<file path="config.mk">
export PLATFORM = sky130hd
export DESIGN_NAME = ndn_ram_arbiter
export DESIGN_NICKNAME = d
export VERILOG_FILES = /design/src/rtl/ndn_ram_arbiter.sv
export SDC_FILE = /design/constraint.sdc
export NUM_CORES = 1
export LEC_CHECK = 0
export ABC_AREA = 1
export BUFFER_PORTS_ARGS = -buffer_cell sky130_fd_sc_hd__buf_2
export CORE_ASPECT_RATIO = 0.9
export CORE_UTILIZATION = 50
export CTS_CLUSTER_DIAMETER = 200
export DETAILED_ROUTE_END_ITERATION = 8
export HOLD_SLACK_MARGIN = 0.12
export PLACE_DENSITY = 0.85
export SLEW_MARGIN = 10
export SYNTH_ARGS = -nofsm -noshare
export SYNTH_HDL_FRONTEND = slang
export SYNTH_SLANG_ARGS = --single-unit
</file>
<file path="constraint.sdc">
create_clock -name clk -period 2.2 [get_ports clk]
set_clock_uncertainty 0.1 [all_clocks]
set_input_delay 0.33 -clock clk [delete_from_list [all_inputs] [get_ports clk]]
set_output_delay 0.33 -clock clk [all_outputs]
set_load 0.05 [all_outputs]
</file>
<file path="src/rtl/ndn_ram_arbiter.sv">
// rtl/ndn_ram_arbiter.sv - round-robin burst arbiter for the shared single-port content RAM
//
// Purpose: grants whole read/write bursts to the PIT or FIB requester and
// sequences address, write enable and write data into the RAM. It returns
// read data to the burst owner with per-beat valid strobes.
//
// Ports:
//   clk, rst                 clock, asynchronous active-high reset
//   pit_* / fib_*            identical requester ports:
//     req, we, addr, len     burst request, direction, start address, beat count (0 = 2^ADDR_W)
//     wdata                  write beat data, valid whenever pop is high
//     gnt, pop, done         first-beat pulse, write beat consumed, last-beat pulse
//     rvalid, rdata          read beat return, one cycle after the beat's address
//   ram_addr, ram_we, ram_data, ram_q   single-port RAM connection (q registered)
//   busy                     high in every burst cycle
module ndn_ram_arbiter #(
    parameter int ADDR_W = 6,
    parameter int DATA_W = 8
) (
    input  logic              clk,
    input  logic              rst,
    input  logic              pit_req,
    input  logic              pit_we,
    input  logic [ADDR_W-1:0] pit_addr,
    input  logic [ADDR_W-1:0] pit_len,
    input  logic [DATA_W-1:0] pit_wdata,
    output logic              pit_gnt,
    output logic              pit_pop,
    output logic              pit_rvalid,
    output logic [DATA_W-1:0] pit_rdata,
    output logic              pit_done,
    input  logic              fib_req,
    input  logic              fib_we,
    input  logic [ADDR_W-1:0] fib_addr,
    input  logic [ADDR_W-1:0] fib_len,
    input  logic [DATA_W-1:0] fib_wdata,
    output logic              fib_gnt,
    output logic              fib_pop,
    output logic              fib_rvalid,
    output logic [DATA_W-1:0] fib_rdata,
    output logic              fib_done,
    output logic [ADDR_W-1:0] ram_addr,
    output logic              ram_we,
    output logic [DATA_W-1:0] ram_data,
    input  logic [DATA_W-1:0] ram_q,
    output logic              busy
);

    typedef enum logic {
        IDLE  = 1'b0,
        BURST = 1'b1
    } state_t;

    state_t            state, state_nxt;
    logic              owner_q;      // 0 = PIT, 1 = FIB
    logic              last_fib_q;   // last granted requester was FIB
    logic              we_q;
    logic [ADDR_W-1:0] addr_q;
    logic [ADDR_W-1:0] beat_q;
    logic [ADDR_W-1:0] last_beat_q;  // len - 1; len 0 wraps to all ones = 2^ADDR_W beats
    logic [DATA_W-1:0] data_q;
    logic              pit_rv_q;
    logic              fib_rv_q;

    logic              in_burst;
    logic              last_beat;
    logic              start;
    logic              pick_fib;
    logic [DATA_W-1:0] owner_wdata;

    assign in_burst    = (state == BURST);
    assign last_beat   = (beat_q == last_beat_q);
    assign owner_wdata = owner_q ? fib_wdata : pit_wdata;

    always_comb begin
        state_nxt = state;
        start     = 1'b0;
        pick_fib  = 1'b0;
        if (state == IDLE) begin
            if (pit_req || fib_req) begin
                start     = 1'b1;
                // On a tie the requester not granted last wins.
                pick_fib  = fib_req && (!pit_req || !last_fib_q);
                state_nxt = BURST;
            end
        end else begin
            if (last_beat) begin
                state_nxt = IDLE;
            end
        end
    end

    always_ff @(posedge clk or posedge rst) begin
        if (rst) begin
            state       <= IDLE;
            owner_q     <= 1'b0;
            last_fib_q  <= 1'b1;  // makes PIT win the first tie
            we_q        <= 1'b0;
            addr_q      <= '0;
            beat_q      <= '0;
            last_beat_q <= '0;
            data_q      <= '0;
            pit_rv_q    <= 1'b0;
            fib_rv_q    <= 1'b0;
        end else begin
            state    <= state_nxt;
            pit_rv_q <= in_burst && !we_q && !owner_q;
            fib_rv_q <= in_burst && !we_q && owner_q;
            if (start) begin
                owner_q     <= pick_fib;
                we_q        <= pick_fib ? fib_we : pit_we;
                addr_q      <= pick_fib ? fib_addr : pit_addr;
                last_beat_q <= (pick_fib ? fib_len : pit_len) - ADDR_W'(1);
                beat_q      <= '0;
            end else if (in_burst) begin
                beat_q <= beat_q + ADDR_W'(1);
                // The address stays on the final beat so it holds while idle.
                if (!last_beat) begin
                    addr_q <= addr_q + ADDR_W'(1);
                end else begin
                    last_fib_q <= owner_q;
                end
                if (we_q) begin
                    data_q <= owner_wdata;
                end
            end
        end
    end

    assign busy     = in_burst;
    assign ram_addr = addr_q;
    assign ram_we   = in_burst && we_q;
    assign ram_data = (in_burst && we_q) ? owner_wdata : data_q;

    assign pit_gnt  = in_burst && (beat_q == '0) && !owner_q;
    assign fib_gnt  = in_burst && (beat_q == '0) && owner_q;
    assign pit_pop  = in_burst && we_q && !owner_q;
    assign fib_pop  = in_burst && we_q && owner_q;
    assign pit_done = in_burst && last_beat && !owner_q;
    assign fib_done = in_burst && last_beat && owner_q;

    // ram_q is already the RAM's registered output for the previous cycle's
    // address, so it lines up with the registered valid strobes; gating keeps
    // rdata at zero between beats.
    assign pit_rvalid = pit_rv_q;
    assign fib_rvalid = fib_rv_q;
    assign pit_rdata  = pit_rv_q ? ram_q : '0;
    assign fib_rdata  = fib_rv_q ? ram_q : '0;

endmodule

</file>
==> flow_summary.toml, run 1 <==
[synthesis]
synth_flop_cell = "dfrtp_1"
yosysSeqAreaShare_pct = 40.5
ys_top_cells_by_count = "102 x nand2_1, 38 x inv_1, 31 x dfrtp_1, 28 x nand3_1, 22 x nor2_1"
synth_area_leaders = "dfrtp_1 39%, nand2_1 19%, inv_1 7.2%"
yosysTopAreaCellShare_pct = 39.2
ys_seq_elements = 32
async_flop_share_pct = 100
yosysWarningCount = 0
avgSynthCellArea_sq_um = 6.85
synth.cell_area_sq_um = 1980
synthCells = 289
yosysMostFrequentCell = "nand2_1"
synth_edf_count = 0
yosys.area.top_type = "dfrtp_1"
syn_nets = 347
ys_types = 28

[global_routing]
antenna_found_initial = 0
overflow = 0
grt_pass1_vias = 1741
grt_max_degree = 25
grt_usage_pct = 24.7
grt_pass1_wl_um = 7620

[sta]
slew_headroom_pct = 76.9
finalCritPeriodShare_pct = 96.1
setup_viol = 0
finalMaxSlewViolations = 0
worstMarginPinSlew_ps = 347
finalHoldViolations = 0
fmax_ghz = 0.473
holdWs_ps = 156
finalCriticalPeriod_ps = 2110

[worst_setup_path]
cp-end-kind = "output port"
critPathKind = "flop to output port"
critPathMaxFanout = 10
arrival_ps = 1680
setup.worst_path.end = "ram_data[1]"
setup.worst_path.start = "busy"
timing.rr.start = "beat_q[0]"
r2r_cells = 9
worst-endpoint-required_ps = 1770
worst_setup_path_start_kind = "flop"
r2r_slack_ps = 360
rr_endpoint = "ram_addr[0]"

[clock_network]
root_buffer = "clkbuf_8"
clockBufferDepth = 2
h-tree-depth = 2
clock_sinks = 32
clk_pin_slew_ps = 70
clk_latency_ps = 280
cts_made_buffers = 5
cts_tree = "built"

[floorplan]
die_w_um = 68.3
dieArea_sq_um = 4210
io_pins = 94
rows = 21
die_h_um = 61.7
start_util_pct = 52.7
coreArea_sq_um = 3760

[route]
drt_iter0_drc = 139
viasPerCell = 5.03
drt_first_pass_iters = 4
final_antenna_net_count = 0
wl_um = 5120
wl_per_cell_um = 11.7
drc_errors = 0
vias = 2194

[power]
power_density_nw_per_um2 = 1690
peakVddDrop_uv = 770
p_leak_uw = 0.00164

[hold_path]
holdCritPathClass = "input pin to flop"
hold_depth = 3

[place]
dpl_cell_area_sq_um = 2530
hpwlAfterDp_um = 3730
gp_congestion = 0.825
portBuffers = 93

[finish]
final_nets = 447
fill_cells = 318
layout-drive-gt1-share_pct = 32.8
antenna_cells = 0
design_area_sq_um = 2680
area_growth_pct = 35.3

[run]
max-cap-violations = 0

[run_status]
status = "completed"
cells in the final DEF (no fill, tap or decap):
| master | instances |
|---|---|
| a21oi_1 | 6 |
| and2_1 | 1 |
| and3_1 | 1 |
| buf_2 | 91 |
| buf_4 | 6 |
| bufinv_16 | 1 |
| clkbuf_1 | 1 |
| clkbuf_4 | 1 |
| clkbuf_8 | 5 |
| clkinv_2 | 1 |
| dfrtp_1 | 30 |
| dfrtp_2 | 1 |
| dfstp_2 | 1 |
| dlygate4sd3_1 | 1 |
| ha_1 | 4 |
| inv_1 | 38 |
| inv_2 | 3 |
| inv_6 | 1 |
| nand2_1 | 101 |
| nand2_2 | 1 |
| nand3_1 | 20 |
| nand3_2 | 8 |
| nand3_4 | 1 |
| nand4_1 | 3 |
| nor2_1 | 21 |
| nor2_2 | 3 |
| nor2_4 | 3 |
| nor3_1 | 5 |
| o21ai_0 | 20 |
| o21ai_1 | 1 |
| o21ai_2 | 1 |
| o21bai_1 | 1 |
| o22ai_1 | 5 |
| xnor2_1 | 2 |
| xor2_1 | 1 |
registers in the layout, summed over array words and instances (netlist names):
name,count
data_q,8
beat_q,6
last_beat_q,6
ram_addr,6
busy,1
fib_rvalid,1
last_fib_q,1
owner_q,1
pit_rvalid,1
we_q,1
cells by family after synthesis:
family | share of synthesized area [%]
AO/OA/AOI/OAI | 9.23
XOR/XNOR | 1.33
adder cells (fa/ha/maj) | 2.53
buffers and inverters | 10.9
flip-flops | 40.5
AND/OR/NAND/NOR | 35.5
repair_timing:
action	in CTS	in global routing
setup buffers	0	1
hold buffers	1	0
setup endpoints to repair	0	8
resized for setup	0	4
endpoints found under the hold margin	8	0
worst min-delay path by stage:
stage / startpoint / to
finish: fib_wdata[0] / data_q[0]
global route: fib_wdata[5] / data_q[5]
CTS: fib_wdata[0] / data_q[0]
detailed placement: rst / data_q[5]
global placement: rst / data_q[6]
floorplan: rst / beat_q[0]
power by group:
group / switching [uW] / total [uW] / internal [uW]
clock network: 213 / 549 / 336
logic: 2030 / 2800 / 770
registers: 288 / 1180 / 892
total: 2540 / 4530 / 2000
worst max-delay path, cell delays in order, from the launching register on:
cell     delay, ps
dfrtp_2        520
nand2_2        200
nor2_2         240
nand2_1         90
nand3_2         80
buf_2          260
cell type report:
class / count / area [sq um] / share of cell area, %
flip-flops and latches: 32 / 803 / 30.0
inverters: 42 / 163 / 6.07
well taps: 46 / 57.6 / 2.15
multi-input cells: 209 / 1030 / 38.4
clock inverters: 2 / 35.0 / 1.31
clock buffers: 6 / 72.6 / 2.71
repair buffers: 99 / 518 / 19.3
layer usage:
metal	share of wire [%]	global-route usage, %	vias up
met2	47	41.2	116
li1	-	-	1113
met3	9.0	5.84	8
met4	1.1	7.14	0
met5	0	0	-
met1	43	32.1	957
per-stage QoR:
step	total power, uW	TNS (ps)	utilization (%)	instances	worst slack [ps]
detailed placement	3910	0	67.4	424	407
finish	4530	0	71.3	436	86.0
global route	4900	-47.2	71.3	436	-14.0
CTS	4470	0	70.6	433	95.2
global placement	3850	0	67.4	424	457
floorplan	3320	-38.4	-	289	-19.2
No activity file was read; power rests on OpenSTA's default activity.
==> inputs of run 2 (changes only) <==
--- a/config.mk
+++ b/config.mk
@@ -5,7 +5,6 @@
 export SDC_FILE = /design/constraint.sdc
 export NUM_CORES = 1
 export LEC_CHECK = 0
-export ABC_AREA = 1
 export BUFFER_PORTS_ARGS = -buffer_cell sky130_fd_sc_hd__buf_2
 export CORE_ASPECT_RATIO = 0.9
 export CORE_UTILIZATION = 50
@@ -13,6 +12,7 @@
 export DETAILED_ROUTE_END_ITERATION = 8
 export HOLD_SLACK_MARGIN = 0.12
 export PLACE_DENSITY = 0.85
+export RECOVER_POWER = 100
 export SLEW_MARGIN = 10
 export SYNTH_ARGS = -nofsm -noshare
 export SYNTH_HDL_FRONTEND = slang
==> run 2 against run 1 <==
The flow now finishes with violations (setup timing); non-clock buffer count grew 9; die area fell by 0.31%; cell count is 18% lower; wire length decreased by 4.9%; worst hold slack improved by 94 ps; final area rose by 0.23%; via count shrank 14%; register-to-register slack got worse by 290 ps; sequential share of layout area decreased by 0.070 points.
==> flow_summary.toml, run 2 <==
[synthesis]
yosysTopAreaCellShare_pct = 39.3
avgSynthCellArea_sq_um = 9.58
ys_seq_elements = 32
synth_area_leaders = "dfrtp_1 39%, mux2i_1 9.1%, and2_1 5.4%"
yosysMostFrequentCell = "dfrtp_1"
yosys.area.top_type = "dfrtp_1"
synth.cell_area_sq_um = 1970
synth_edf_count = 0
yosysWarningCount = 0
synth_flop_cell = "dfrtp_1"
yosysSeqAreaShare_pct = 40.6
async_flop_share_pct = 100
syn_nets = 264
synthCells = 206
ys_types = 44
ys_top_cells_by_count = "31 x dfrtp_1, 18 x mux2i_1, 17 x and2_1, 17 x nand2_1, 16 x a21oi_1"

[sta]
holdWs_ps = 250
finalHoldViolations = 0
fmax_ghz = 0.449
setup_slack_ps = -27.6
finalSetupTns_ps = -42.2
finalCritPeriodShare_pct = 101
finalMaxSlewViolations = 0
rsz0062_at_grt = "true"
setup_viol = 2
slew_headroom_pct = 48.4
worstMarginPinSlew_ps = 774
finalCriticalPeriod_ps = 2230

[power]
swShare_pct = 53.7
design_power_total_uw = 4450
p_leak_uw = 0.00123
power_density_nw_per_um2 = 1660
peakVddDrop_uv = 894
power.clock.fraction_pct = 10.5
p_int_uw = 2060
combPwrFrac_pct = 63.5
switchingPower_uw = 2390
power_frac_seq_pct = 26.0

[clock_network]
clock_sinks = 32
h-tree-depth = 2
clockBufferDepth = 2
clk_pin_slew_ps = 70
root_buffer = "clkbuf_8"
cts_made_buffers = 5
clk_latency_ps = 290
cts_tree = "built"

[worst_setup_path]
critPathKind = "flop to output port"
arrival_ps = 1800
critPathMaxFanout = 2
worst_setup_path_start_kind = "flop"
cp-end-kind = "output port"
worst-endpoint-required_ps = 1770

[route]
drc_errors = 0
wl_per_cell_um = 13.7
viasPerCell = 5.33
drt_first_pass_iters = 4
final_antenna_net_count = 0
wl_um = 4870
drt_iter0_drc = 128
vias = 1897

[global_routing]
grt_pass1_vias = 1666
antenna_found_initial = 0
grt_pass1_wl_um = 7470
overflow = 0
grt_usage_pct = 24.8
grt_max_degree = 33

[finish]
design_area_sq_um = 2690
final_cell_mix = "53 x buf_2, 30 x dfrtp_1, 28 x clkbuf_1, 18 x mux2i_1, 17 x nand2_1"
antenna_cells = 0
fill_cells = 310
layout_commonest_cell = "buf_2"
largest_reg_flops = 8
largest-register = "data_q"
layout-drive-gt1-share_pct = 35.2
finish.utilization_pct = 71.5
final_nets = 367
area_growth_pct = 36.1

[floorplan]
die_h_um = 61.6
dieArea_sq_um = 4200
die_w_um = 68.2
rows = 21
start_util_pct = 52.5
coreArea_sq_um = 3760
io_pins = 94

[place]
gp_congestion = 0.839
dpl_cell_area_sq_um = 2610
hpwlAfterDp_um = 3620
portBuffers = 93

[run_status]
violations = "setup timing"
status = "finished, violations left"

[hold_path]
holdCritPathClass = "input pin to flop"

[run]
max-cap-violations = 0
-- run 2: cell types whose count changed after synthesis, sizes merged, moves of 16 or more --
| cell | change |
|---|---|
| nand3 | -23 |
| nor2 | -17 |
| inv | -37 |
| and2 | +16 |
| nand2 | -85 |
| mux2i | +18 |
-- run 2: logic make-up after synthesis --
| kind of cell | Yosys count | share of synthesized area, % |
|---|---|---|
| and+or+nand+nor | 71 | 19.6 |
| AOI/OAI and AO/OA | 44 | 13.5 |
| DFF | 32 | 40.6 |
| muxes | 24 | 12.6 |
| buffers and inverters | 17 | 4.95 |
| xor gates and xnor gates | 14 | 6.21 |
| adders and majority gates | 4 | 2.54 |
-- run 2: power groups by stage --
stage	Clock, uW	Sequential [uW]	Combinational, uW
6_report	467	1160	2820
5_1_grt	500	1200	3040
4_1_cts	471	1160	2900
3_5_place_dp	0	1170	2810
3_3_place_gp	0	1150	2750
2_1_floorplan	0	1340	2020
-- run 2: path summary, 6_finish.rpt --
check | from | endpoint | slack, ps | cells past startpoint
max in group asynchronous | rst | busy | 750 | 4
max | beat_q[0] | pit_gnt | -30 | 5
max reg2reg | busy | ram_addr[2] | 70 | 6
min reg2reg | we_q | fib_rvalid | 400 | 1
min in group asynchronous | rst | data_q[1] | 710 | 4
min | pit_we | we_q | 250 | 3
-- run 2: repair_timing --
item | CTS | global route
pin swaps | 2 | 1
hold buffers | 1 | 0
endpoints found under the hold margin | 31 | 0
gates resized for setup | 12 | 11
setup buffers | 0 | 0
endpoints found under the setup margin | 10 | 13
-- run 2: layer usage --
metal	share of wire [%]	global-route usage, %	vias to the layer above
met5	0	0	-
met4	1.7	11.6	0
met3	5.8	4.26	8
met2	50	41.3	70
met1	43	31.4	885
li1	-	-	934
-- run 2: area by class of cell --
cell class	instances	area [sq um]	share of cell area, %
Clock inverter	2	10.0	0.373
Inverter	5	18.8	0.699
Sequential cell	32	803	29.9
Timing Repair Buffer	108	582	21.7
Clock buffer	6	82.6	3.08
Tap cell	46	57.6	2.14
Multi-Input combinational cell	157	1130	42.1
-- run 2: stage by stage --
| step | instances | worst slack (ps) |
|---|---|---|
| final | 356 | -27.6 |
| after global routing | 356 | -86.6 |
| after global placement | 347 | 193 |
| after CTS | 356 | -21.7 |
| after detailed placement | 347 | 154 |
| after floorplan | 206 | -171 |
-- run 2: worst max-delay path: stages, from the launching register on --
cell and delay [ps]:
dfrtp_1 380, inv_1 60, ha_1 140, or4b_4 500, nor4_4 240, buf_6 190
